==> config.mk <==
export PLATFORM = sky130hd
export DESIGN_NAME = pixel_row_loader
export DESIGN_NICKNAME = d
export VERILOG_FILES = /design/src/rtl/pixel_row_loader.sv
export SDC_FILE = /design/constraint.sdc
export NUM_CORES = 1
export LEC_CHECK = 0
export ABC_AREA = 0
export BUFFER_PORTS_ARGS = -buffer_cell sky130_fd_sc_hd__buf_2
export CAP_MARGIN = 5
export CORE_MARGIN = 1
export CORE_UTILIZATION = 51
export DETAILED_ROUTE_END_ITERATION = 7
export MAX_ROUTING_LAYER = met4
export PLACE_DENSITY = 0.76
export SETUP_SLACK_MARGIN = 0.02
export SYNTH_ARGS = -nofsm -noshare
export SYNTH_HDL_FRONTEND = slang
export SYNTH_SLANG_ARGS = --single-unit
export TNS_END_PERCENT = 30
==> constraint.sdc <==
create_clock -name clk -period 4.16 [get_ports clk]
set_clock_uncertainty 0.1 [all_clocks]
set_input_delay 0.624 -clock clk [delete_from_list [all_inputs] [get_ports clk]]
set_output_delay 0.624 -clock clk [all_outputs]
set_load 0.02 [all_outputs]
==> src/rtl/pixel_row_loader.sv <==
// Collects 8 raster-order pixels, level-shifts them to signed samples and presents them as one row.
// Optional macro ROW_COUNT_EN adds a 3-bit row counter driving out_last_row.
module pixel_row_loader #(
   parameter int WIDTH = 8
) (
   input  logic                    clk,
   input  logic                    rst,
   input  logic        [WIDTH-1:0] in_pixel,
   input  logic                    in_valid,
   output logic                    in_ready,
   output logic signed [WIDTH-1:0] out_pixel_0,
   output logic signed [WIDTH-1:0] out_pixel_1,
   output logic signed [WIDTH-1:0] out_pixel_2,
   output logic signed [WIDTH-1:0] out_pixel_3,
   output logic signed [WIDTH-1:0] out_pixel_4,
   output logic signed [WIDTH-1:0] out_pixel_5,
   output logic signed [WIDTH-1:0] out_pixel_6,
   output logic signed [WIDTH-1:0] out_pixel_7,
   output logic                    out_valid,
   input  logic                    out_ready,
   output logic                    out_last_row,
   output logic        [3:0]       dbg_count
);

   // Handshakes: a pixel moves when in_valid && in_ready on a rising edge; a row moves
   // when out_valid && out_ready. in_ready depends only on state; out_pixel_* hold while
   // out_valid && !out_ready.

   logic        [3:0]       count_q;
   logic signed [WIDTH-1:0] slot_q [7];
   logic signed [WIDTH-1:0] pend_q;
   logic signed [WIDTH-1:0] row_q  [8];
   logic                    valid_q;
   logic signed [WIDTH-1:0] shifted;
   logic                    accept;
   logic                    out_free;
   logic                    xfer;

   // Subtracting 2^(WIDTH-1) from an unsigned value is just an MSB flip.
   assign shifted  = {~in_pixel[WIDTH-1], in_pixel[WIDTH-2:0]};
   assign in_ready = (count_q != 4'd8);
   assign accept   = in_valid && in_ready;
   assign out_free = !valid_q || out_ready;
   assign xfer     = out_free && ((count_q == 4'd8) || (accept && count_q == 4'd7));

   always_ff @(posedge clk or posedge rst) begin
      if (rst) begin
         count_q <= 4'd0;
         valid_q <= 1'b0;
         pend_q  <= '0;
         for (int i = 0; i < 7; i++) slot_q[i] <= '0;
         for (int i = 0; i < 8; i++) row_q[i]  <= '0;
      end else begin
         if (xfer) begin
            for (int i = 0; i < 7; i++) row_q[i] <= slot_q[i];
            row_q[7] <= (count_q == 4'd8) ? pend_q : shifted;
            valid_q  <= 1'b1;
         end else if (valid_q && out_ready) begin
            valid_q <= 1'b0;
         end

         if (xfer) begin
            count_q <= 4'd0;
         end else if (accept) begin
            // 8th pixel with a busy output register parks in pend_q until the row drains.
            if (count_q == 4'd7) begin
               pend_q  <= shifted;
               count_q <= 4'd8;
            end else begin
               for (int i = 0; i < 7; i++)
                  if (count_q == 4'(i)) slot_q[i] <= shifted;
               count_q <= count_q + 4'd1;
            end
         end
      end
   end

`ifdef ROW_COUNT_EN
   logic [2:0] row_cnt_q;
   logic       last_q;

   always_ff @(posedge clk or posedge rst) begin
      if (rst) begin
         row_cnt_q <= 3'd0;
         last_q    <= 1'b0;
      end else if (xfer) begin
         last_q    <= (row_cnt_q == 3'd7);
         row_cnt_q <= row_cnt_q + 3'd1;
      end else if (valid_q && out_ready) begin
         last_q    <= 1'b0;
      end
   end

   assign out_last_row = last_q;
`else
   assign out_last_row = 1'b0;
`endif

   assign out_valid   = valid_q;
   assign dbg_count   = count_q;
   assign out_pixel_0 = row_q[0];
   assign out_pixel_1 = row_q[1];
   assign out_pixel_2 = row_q[2];
   assign out_pixel_3 = row_q[3];
   assign out_pixel_4 = row_q[4];
   assign out_pixel_5 = row_q[5];
   assign out_pixel_6 = row_q[6];
   assign out_pixel_7 = row_q[7];

endmodule

* After elaboration in Yosys (flattened, before gate mapping)
Index checks and enable logic that the tools add are counted.
W data, S select, Z words.
** Storage, ports and cells
- Output and inout bits :: 71
- Flip-flop bits (word level) :: 133
- Bits of input ports :: 12
- Logic and storage cells :: 55
** Operators by class
- Bitwise operators :: 3
- Reduce and logical (&&, ||, !) cells :: 18
- Equality and inequality tests :: 9
- Multiplexer cells :: 6
- Add/sub/neg operators :: 1
** Operator list (number)
- $reduce_and A4 Y1 :: 7
- $eq A4 B3 Y1 const B :: 4
- $mux W4 :: 3
- $eq A4 B2 Y1 const B :: 2
- $mux W8 :: 1
- $add A4 B1 Y4 const B :: 1
- $eq A4 B1 Y1 const B :: 1
- $eq A4 B4 Y1 const B :: 1
- $logic_and A1 B1 Y1 :: 4
- $logic_not A4 Y1 :: 1
- $ne A4 B4 Y1 const B :: 1
- $reduce_bool A2 Y1 :: 2
- $not A1 Y1 :: 3
- $reduce_and A3 Y1 :: 1
- $logic_or A1 B1 Y1 :: 2
- $mux W1 :: 2
- $logic_not A1 Y1 :: 1

* Depth between registers and ports, before layout
Gate-level depths: netlist (run 1).
- Depth after elaboration :: 7
- Depth in mapped cells :: 7
- Mapped depth without buffers :: 5

* Least setup slack after synthesis (run 1)
OpenSTA, ideal clock, no wires.
- Kind :: register to register
- Start :: reg count_q[0] (netlist: dbg_count[0])
- End :: reg row_q (netlist bit out_pixel_7[0])
- Setup slack :: 2057 ps
- Data arrival time :: 1878 ps
- Required time :: 3935 ps
- Cell stages (with the launch flop) :: 7
- Setup time :: 125 ps
- Period minus slack after synthesis :: 2103 ps
- Path through :: dfrtp_1 -> inv_1 -> ha_1 -> nand3b_4 -> buf_2 -> mux2_2 -> mux2_2
** On the way
- Longest elaborated chain between the ends :: 5
** Ends and longest elaborated chain
- from (decl) :: RTL line 29 : logic [3:0] count_q;
- from (signal assigned) :: RTL line 72 : count_q <= count_q + 4'd1;
- $ne A4 B4 Y1 :: RTL line 41 : assign in_ready = (count_q != 4'd8);
- named net in_ready :: RTL line 10 : output logic in_ready,
- $logic_and A1 B1 Y1 :: RTL line 42 : assign accept = in_valid && in_ready;
- $logic_and A1 B1 Y1 :: RTL line 44 : assign xfer = out_free && ((count_q == 4'd8) || (accept && count_q == 4'd7));
- $logic_or A1 B1 Y1 :: RTL line 44
- $logic_and A1 B1 Y1 :: RTL line 44
- to (decl) :: RTL line 32 : logic signed [WIDTH-1:0] row_q [8];
The timed path passes the listed nets, and every way through them passes these cells.
A chain may end at the register's enable or synchronous reset.

* Worst setup path in the final report (run 1)
- Start :: reg count_q[2] (netlist: dbg_count[2])
- End :: out in_ready
** On the way
- Longest elaborated chain between the ends :: 1
** Ends and longest elaborated chain (RTL line)
- $ne A4 B4 Y1 :: 41
- to (decl) :: 10
Every way passes these cells.

==> impl_results.md, run 1 <==
- Fraction of registers with async set/reset: 100%
- Worst Max-Slew Pin Slew: 721 ps
- Initial DRT Pass Iterations: 4
- Die height: 105 um
- DRC viols: 0
- Initial Util: a little over half
- Hold Vio Cnt, Final: 0
- CTS tree: done
- Max-cap viol count: 0
- Synth area leaders: dfrtp_1 (62%), mux2_2 (24%), mux2_1 (2.9%)
- GP Congestion: 0.813
- Leak: 0.00309 uW
- Post-layout util: 62.8%
- Top cell type's share of synthesized area: approximately three fifths
- Critical path class: flop to output port
- Switching power share of the total: between 30% and 40%
- Hold_ws: 194 ps
- R2r setup slk: around 1800 ps
- Part of the cycle the worst path needs: 63.5%
- Arr. time, crit path: between 1500 and 2000 ps
- WL/cell: 18.1 um
- Register share of total power: about two fifths
- Port bufs: 81
- Comb pwr share: 33.8%
- Synth top cells by count: dfrtp_1 (133), mux2_2 (113), mux2_1 (14)
- Pint: 3640 uW
- Final Setup Violations: 0
- Post-cts resize count: 0
- Net count after synthesis: 350
- Share of post-route cells with drive strength above 1: 55.3%
- Critical Path Fanout Max: 16
- Hold Buf Count CTS: 0
- Syn. warnings: 0
- Number of enable flip-flop cells after synthesis: 0
- H-Tree Level Count: 4
- Worst path required time: ~3400 ps
- Placement Rows: 37
- Die ar.: 11000 um^2
- Synth area leader: dfrtp_1
- CP max-delay cell: dfrtp_1
- Vias per cell: 5.25
- Worst setup SP type: flop
- Placed cell areas: 5880 um^2
- Minimum clock period: ~2600 ps
- Global route overflow: 0
- Clk buf depth: 2
- N_diodes: 0
- Sink Count: 133
- Crit path capture type: output port
- Filler cell count in the final layout: 790
- Top Ports: 83
- Clock power share: between 20 and 30%
- Hpwl dp: around 6600 um
- Main flop type after synthesis: dfrtp_1
- Fmax: 378 MHz
- Unrepaired setup endpoints after global routing: false
- Detailed Route Iter0 Violations: 87
- Largest net degree at the start of global routing: 134
- Switching pwr: 1880 uW
- Syn Inst Count: between 300 and 400
- Routed wire length: between 10000 and 15000 um
- Core area: between 10000 and 15000 um^2
- All-layer global routing usage: about a fifth
- Critical path's largest stage delay: 770 ps
- Post-synthesis sequential area ratio: 61.7%
- Synth Register Bits: 133
- First-pass GRT wire length: 16900 um
- Worst slew margin: 52.0%
- Cell breakdown of the critical path: nand3b_4 -> buf_2
- P&R area growth vs syn: 19.6%
- Worst skew pair latency: 500 ps
- Final net count: 437
- Vias: 2994
- Status: finished, final reports clean
- R2r endpoint: out_pixel_6[5]
- Detail Route Antenna Nets: 0
- Most frequent cell after synthesis: dfrtp_1
- Worst hold path class: input port to asynchronous set/reset pin
- Clk slew on worst S/H paths: 60 ps
- Worst vdd ir: roughly 0.48 mV
- Avg Inst Size Synth: ~16 um^2
- Initial antenna violation count: 0
- Mapped cell area: 5400 um^2
- Setup_tns: 0 ps
- Post-synth cell types: 32
- Post-CTS setup repair buffer count: 0
- Slew Viols, Final: 0
- Post-layout instance area: approximately 6500 um^2
- Die X: 105 um
- CTS root buffer: clkbuf_8
- RR Startpoint: dbg_count[0]
- Worst-case reg-to-reg path depth: 6
- Vias in the first global route: 3150
- Cts bufs inserted: 17
- PD cells: between 800 and 900 nW/um^2
## state kept, by name, summed over array words and instances (netlist names)
name         count
dbg_count        4
out_pixel_0      8
out_pixel_1      8
out_pixel_2      8
out_pixel_3      8
out_pixel_4      8
out_pixel_5      8
out_pixel_6      8
out_pixel_7      8
out_valid        1
pend_q           8
slot_q          56
## logic make-up (layout without fill, tap and decap cells)
group,after synthesis,after routing,synth area share (%)
other cells,1,1,0.0695
mux,137,137,28.4
flops,133,133,61.7
simple gates,23,23,4.38
compound gates,9,9,1.28
fa+ha+maj,4,4,0.927
buf+inv,27,127,3.32
## worst max-delay path: cells and delay by family, from the launching register on
kind | cells | cell delay, ps
flops | 1 | 770
simple gates | 1 | 410
buf+inv | 1 | 220
## layout by cell type, fill, tap and decap left out, types with 3 or more instances in the layout
cell type / instances
dfrtp_1: 133
mux2_2: 113
buf_2: 81
clkbuf_16: 16
mux2_1: 14
mux2i_1: 10
inv_1: 10
clkinv_4: 5
nor3b_4: 4
ha_1: 4
clkinv_2: 4
nand2_1: 3
nand3_1: 3
clkinvlp_4: 3
## worst max path at each step
stage | end | from | slack (ps)
2_1_floorplan | dbg_count[0] | rst | 1780
3_3_place_gp | out_pixel_4[3] | in_valid | 1860
3_5_place_dp | out_pixel_6[0] | dbg_count[0] | 1760
4_1_cts | in_ready | dbg_count[2] | 1500
5_1_grt | in_ready | dbg_count[2] | 1440
6_report | in_ready | dbg_count[2] | 1520
## metal layers
layer / routed length (um) / vias up / track usage (%)
met3: 431 / 9 / 5.24
li1: - / 1355 / -
met2: 4850 / 79 / 31.5
met5: 0 / - / -
met1: 4940 / 1551 / 28.3
met4: 93 / 0 / 6.54
## cell type report
class / instances / area [um^2] / area share, %
clock buffer: 17 / 414 / 6.42
clock inverter: 15 / 156 / 2.42
inverter: 11 / 45.0 / 0.698
multi-input combinational: 174 / 1900 / 29.4
sequential: 133 / 3330 / 51.6
tap: 136 / 170 / 2.64
timing repair buffer: 84 / 440 / 6.82
## power by group through the flow
stage | sequential (uW) | clock (uW) | combinational [uW]
after global placement | 2210 | 0 | 1830
after global routing | 2310 | 1510 | 2000
after detailed placement | 2250 | 0 | 1880
after CTS | 2240 | 1450 | 1890
final | 2230 | 1420 | 1870
after floorplan | 2540 | 0 | 1060
## stage by stage
| step | std cells | worst slack (ps) | power, uW |
|---|---|---|---|
| 6_report | 570 | 1520 | 5520 |
| 5_1_grt | 570 | 1440 | 5820 |
| 4_1_cts | 570 | 1500 | 5580 |
| 3_5_place_dp | 538 | 1760 | 4140 |
| 3_3_place_gp | 538 | 1860 | 4040 |
| 2_1_floorplan | 334 | 1780 | 3600 |
(Power assumes the default switching activity.)
==> run 2: changes to the inputs <==
- ABC_AREA: 0 -> 1
- clock period: 4.16 -> 2.3 ns (I/O delays scaled with it)
==> impl_results.md, run 2 <==
- Final Setup Violations: 0 (unchanged)
- Detail Route Antenna Nets: 0 (unchanged)
- GP Congestion: 0.834 (+2.6%)
- Final net count: 690 (+58%)
- Crit path capture type: output port
- Clk slew on worst S/H paths: 60 ps (about the same)
- Number of enable flip-flop cells after synthesis: 0 (unchanged)
- Sink Count: 133 (unchanged)
- Worst vdd ir: 0.659 mV (+38%)
- Filler cell count in the final layout: 831 (+5.2%)
- Syn Inst Count: 592 (+77%)
- Worst slew margin: 53.7% (+1.7 points)
- Post-synth cell types: 19 (-41%)
- Net count after synthesis: 608 (+74%)
- Fraction of registers with async set/reset: 100% (unchanged)
- Cts bufs inserted: 17 (unchanged)
- Vias per cell: 5.17 (-1.6%)
- Worst hold path class: input port to flop
- Post-synthesis sequential area ratio: 62.2% (+0.56 points)
- Top cell type's share of synthesized area: 62.2% (+0.56 points)
- Arr. time, crit path: 1720 ps (-200 ps)
- Commonest non-fill, non-tap cell in the layout: nand2_1
- Avg Inst Size Synth: 9.03 um^2 (-44%)
- Vias: 4248 (+42%)
- DRC viols: 0 (unchanged)
- CTS tree: done
- Synth top cells by count: nand2_1 (243), dfrtp_1 (133), o21ai_0 (66)
- H-Tree Level Count: 4 (unchanged)
- Die ar.: 10900 um^2 (-0.88%)
- Largest net degree at the start of global routing: 134 (unchanged)
- Port bufs: 81 (unchanged)
- Worst Max-Slew Pin Slew: 695 ps (-25.3 ps)
- Vias in the first global route: 4134 (+31%)
- All-layer global routing usage: 25.2% (+4.2 points)
- Main flop type after synthesis: dfrtp_1
- N_diodes: 0 (unchanged)
- Unrepaired setup endpoints after global routing: false
- Synth Register Bits: 133 (unchanged)
- CTS root buffer: clkbuf_8
- Register Area: 3330 um^2 (unchanged)
- Die X: 104 um (-0.44%)
- Setup_tns: 0 ps (unchanged)
- PD cells: 1500 nW/um^2 (+76%)
- First-pass GRT wire length: 20500 um (+21%)
- Worst setup SP type: flop
- Initial antenna violation count: 0 (unchanged)
- Status: finished, final reports clean
- Placement Rows: 37 (unchanged)
- Multi-input gate area: 1730 um^2 (-9.0%)
- Hold Vio Cnt, Final: 0 (unchanged)
- Leak: 0.00353 uW (+14%)
- Max FFs per register: 56 (unchanged)
- Initial DRT Pass Iterations: 5 (+1)
- Share of post-route cells with drive strength above 1: 18.4% (-37 points)
- Die height: 104 um (-0.44%)
- Most frequent cells in the layout: nand2_1 (241), dfrtp_1 (133), buf_2 (81), o21ai_0 (66), nand3_1 (65)
- Max-cap viol count: 0 (unchanged)
- Global route overflow: 0 (unchanged)
- Clk buf depth: 2 (unchanged)
- Routed wire length: 12300 um (+19%)
- Final worst slack: 135 ps (-1380 ps)
- Worst path required time: 1860 ps (-1580 ps)
- P&R area growth vs syn: 20.5%
- Mapped cell area: 5350 um^2 (-0.90%)
- Synth area leader: dfrtp_1
- Minimum clock period: 2170 ps
- Hpwl dp: 7680 um (+17%)
- Post-CTS setup repair buffer count: 0 (unchanged)
- Critical path class: flop to output port
- Largest reg by FF count: slot_q
- Initial Util: 52.3% (-0.24 points)
- Detailed Route Iter0 Violations: 272 (+210%)
- Top Ports: 83 (unchanged)
- Core area: 10200 um^2 (-0.45%)
- Place WS: 243 ps (-1520 ps)
- Syn. warnings: 0 (unchanged)
- Slew Viols, Final: 0 (unchanged)
- Most frequent cell after synthesis: nand2_1
- WL/cell: 14.9 um (-17%)
- Worst skew pair latency: 520 ps (+20 ps)
- Critical Path Fanout Max: 10 (-6)
- Part of the cycle the worst path needs: 94.1%
- Fmax: between 400 and 500 MHz
- Synth area leaders: dfrtp_1 (62%), nand2_1 (17%), o21ai_0 (6.2%)
-- run 2: cell types whose count changed after synthesis, moves of 5 or more --
cell      previous run  this run
inv_1               11        34
buf_2                2        14
mux2_1              14         0
clkbuf_1             0         8
mux2i_1             10         0
nand4_1              0         5
buf_6                7         1
mux2_2             113         0
o21ai_0              0        66
nand2_1              3       243
nand3_1              3        65
-- run 2: layout make-up --
type / instances / area share [%]
inverters: 35 / 2.10
repair buffers: 94 / 8.46
clock inverters: 4 / 0.699
well taps: 136 / 2.64
clock buffers: 27 / 7.63
multi-input cells: 393 / 26.8
flip-flops and latches: 133 / 51.6
-- run 2: layer usage --
| layer | vias up | GRT usage [%] | routed length [um] |
|---|---|---|---|
| li1 | 2042 | - | - |
| met1 | 2063 | 31.9 | 5440 |
| met2 | 117 | 39.5 | 6090 |
| met3 | 26 | 5.64 | 476 |
| met4 | 0 | 10.3 | 273 |
| met5 | - | - | 0 |
-- run 2: final timing paths --
| check | startpoint | to | slack, ps | depth (start not counted) |
|---|---|---|---|---|
| hold reg to reg | out_pixel_3[6] | out_pixel_3[6] | 370 | 2 |
| setup reg to reg | dbg_count[0] | slot_q[3] | 220 | 9 |
| setup / recovery | dbg_count[0] | in_ready | 130 | 4 |
| hold / removal | in_pixel[0] | slot_q[0] | 40 | 3 |
| max in group asynchronous | rst | slot_q[12] | 1120 | 4 |
| min in group asynchronous | rst | out_pixel_3[0] | 450 | 4 |
-- run 2: power breakdown --
part           switching (uW)  internal (uW)  leakage [uW]
combinational            2200           1050       0.00160
clock                     903           1540      0.000266
sequential                587           3400       0.00166
-- run 2: cells by family after synthesis --
family,synth area share (%)
XOR/XNOR,0.164
other,0.0701
flip-flops,62.2
AND/OR/NAND/NOR,24.8
adder cells (fa/ha/maj),0.936
buffers and inverters,5.66
AO/OA/AOI/OAI,6.18
-- run 2: stage by stage --
stage	instances	hold slack [ps]	area (um^2)	util (%)	total power [uW]
final	822	38.8	6440	63.0	9680
after global routing	822	36.7	6440	63.0	10300
after CTS	822	20.0	6440	62.9	9730
after detailed placement	789	353	5880	57.5	7220
after global placement	789	349	5880	57.5	7060
after floorplan	592	343	5350	-	6120
-- run 2: worst max-delay path, cell delays in order (launching register included) --
cell	delay, ps
dfrtp_1	420
inv_1	140
ha_1	280
nand3_4	150
buf_2	200
-- run 2: timing repair --
item,4_1_cts,5_1_grt
endpoints found under the setup margin,0,2
gates resized for setup,0,1
hold buffers,2,0
hold endpoints to repair,136,0
==> run 3: changes to the inputs <==
- ABC_AREA: 1 -> not set
- CORE_UTILIZATION: 51 -> 50
- PLACE_DENSITY: 0.76 -> 0.74
- SKIP_CTS_REPAIR_TIMING: not set -> 1
==> impl_results.md, run 3 (synthesis gave the netlist of run 1 again) <==
- Vias per cell: 5.31 (+2.7%)
- Most frequent cells in the layout: dfrtp_1 (130), mux2_2 (113), buf_2 (81), clkbuf_16 (16), mux2_1 (14)
- Global route overflow: 0 (unchanged)
- CTS root buffer: clkbuf_8
- Vias in the first global route: 3202 (-23%)
- Clk slew on worst S/H paths: 60 ps (about the same)
- DRC viols: 0 (unchanged)
- GP Congestion: 0.821 (-1.6%)
- N_diodes: 0 (unchanged)
- Cell breakdown of the critical path: inv_1 -> ha_4 -> nand3b_4 -> buf_6 -> buf_2
- Part of the cycle the worst path needs: 95.9% (+1.8 points)
- Vias: 3056 (-28%)
- Switching pwr: 3380 uW (-8.3%)
- Worst path required time: 1860 ps (about the same)
- All-layer global routing usage: 21.2% (-4.0 points)
- Max-cap viol count: 0 (unchanged)
- Slew Viols, Final: 0 (unchanged)
- CP max-delay cell: dfrtp_2
- Share of post-route cells with drive strength above 1: 56.1% (+38 points)
- Die ar.: 11200 um^2 (+2.9%)
- CTS tree: done
- RR Startpoint: dbg_count[0]
- CP Launch Point: dbg_count[0]
- Routed wire length: 10500 um (-15%)
- Setup_tns: 0 ps (unchanged)
- Worst slew margin: 63.0% (+9.3 points)
- Die height: 106 um (+1.4%)
- Worst hold path class: input port to flop
- Critical path's largest stage delay: 440 ps (+20 ps)
- Sink Count: 133 (unchanged)
- Clk buf depth: 2 (unchanged)
- Final Setup Violations: 0 (unchanged)
- Status: finished, final reports clean
- Critical Path Fanout Max: 15 (+5)
- Fin cells: 576 (-30%)
- CP top delay family: buffers and inverters
- PD cells: 1550 nW/um^2 (+3.1%)
- Largest reg by FF count: slot_q
- Detail Route Antenna Nets: 0 (unchanged)
- Top Ports: 83 (unchanged)
- Worst skew pair latency: 510 ps (about the same)
- Placement Rows: 37 (unchanged)
- Largest net degree at the start of global routing: 59 (-56%)
- Die X: 106 um (+1.4%)
- Final net count: 443 (-36%)
- Initial Util: 51.8% (-0.46 points)
- Switching power share of the total: 33.2% (-4.9 points)
- First-pass GRT wire length: 17200 um (-16%)
- Unrepaired setup endpoints after global routing: false
- Comb pwr share: 34.4% (+0.8 points)
- Worst vdd ir: 0.683 mV (+3.8%)
- Filler cell count in the final layout: 796 (-4.2%)
- Initial antenna violation count: 0 (unchanged)
- Critical path class: flop to output port
- Core area: 10400 um^2 (+1.8%)
- Worst Max-Slew Pin Slew: 555 ps (-141 ps)
- Pint: 6800 uW (+14%)
- Clock power share: 25.8% (+0.6 points)
- WL/cell: 18.2 um (+22%)
- Worst setup SP type: flop
- Detailed Route Iter0 Violations: 121 (-56%)
- Crit path capture type: output port
- Buf/Inv on CP: 3 (+1)
- Hold Vio Cnt, Final: 0 (unchanged)
- Initial DRT Pass Iterations: 4 (-1)
- H-Tree Level Count: 4 (unchanged)
- Fmax: 453 MHz (-1.9%)
- Commonest non-fill, non-tap cell in the layout: dfrtp_1
- Hpwl dp: 6900 um (-10%)
- Register share of total power: 39.8% (-1.4 points)
- P&R area growth vs syn: 21.9%
- Port bufs: 81 (unchanged)
- Leak: 0.00313 uW (-11%)
- Post-Place Cells: 543 (-31%)
- HP Start: in_pixel[7]
- Arr. time, crit path: 1760 ps (+40 ps)
- Max FFs per register: 56 (unchanged)
- Cts bufs inserted: 17 (unchanged)
- Minimum clock period: 2210 ps (+40.9 ps)
==> run 3: cell types whose count changed in the layout (fill, tap and decap cells not counted), sizes merged, moves of 3 or more <==
cell,previous run,this run
nor2,6,1
buf,92,89
o21ai,66,0
nand3,66,4
nor3b,0,4
mux2i,0,10
clkinvlp,1,4
nand4,5,0
clkbuf,27,20
mux2,0,127
nand2,243,3
inv,34,11
==> run 3: power groups by stage <==
stage / sequential [uW] / combinational (uW) / clock (uW)
finish: 4050 / 3510 / 2620
global route: 4190 / 3760 / 2780
CTS: 4050 / 3530 / 2680
detailed placement: 4070 / 3510 / 0
global placement: 4010 / 3410 / 0
floorplan: 4590 / 1920 / 0
==> run 3: path summary, 6_finish.rpt <==
| kind | end | depth (start not counted) | slack [ps] |
|---|---|---|---|
| worst max-delay path | in_ready | 5 | 90 |
| worst min-delay path | slot_q[23] | 2 | 70 |
| worst max register to register | slot_q[20] | 4 | 230 |
| worst min register to register | slot_q[32] | 1 | 380 |
| max in group asynchronous | dbg_count[2] | 4 | 1130 |
| min in group asynchronous | out_pixel_5[1] | 3 | 320 |
==> run 3: per-stage QoR <==
stage	utilization, %	total power [uW]	hold WS [ps]	cell area (um^2)	setup WS [ps]
after global placement	57.2	7420	309	5960	269
final	63.2	10200	68.5	6580	93.8
after global routing	63.2	10700	60.9	6580	22.7
after detailed placement	57.2	7580	313	5960	203
after floorplan	-	6510	352	5400	197
after CTS	62.9	10300	-238	6550	-109
==> run 3: layer usage <==
layer / routed length [um] / track usage, % / part of all wire [%]
met3: 476 / 6.19 / 4.5
met2: 5110 / 32.4 / 49
met1: 4760 / 27.3 / 45
met4: 128 / 7.54 / 1.2
met5: 0 / - / 0
==> run 3: area by class of cell <==
type | count | area, um^2 | area share (%)
Clock inverter | 12 | 154 | 2.34
Inverter | 11 | 45.0 | 0.685
Tap cell | 136 | 170 | 2.59
Multi-Input combinational cell | 174 | 1910 | 29.1
Sequential cell | 133 | 3330 | 50.6
Timing Repair Buffer | 90 | 529 | 8.04
Clock buffer | 20 | 435 | 6.62
==> run 3: worst reg2reg max path, cell delays in order, from the launching register on <==
cell and delay (ps):
dfrtp_2 440, ha_1 310, and2b_1 260, and3_1 460, mux2_2 390
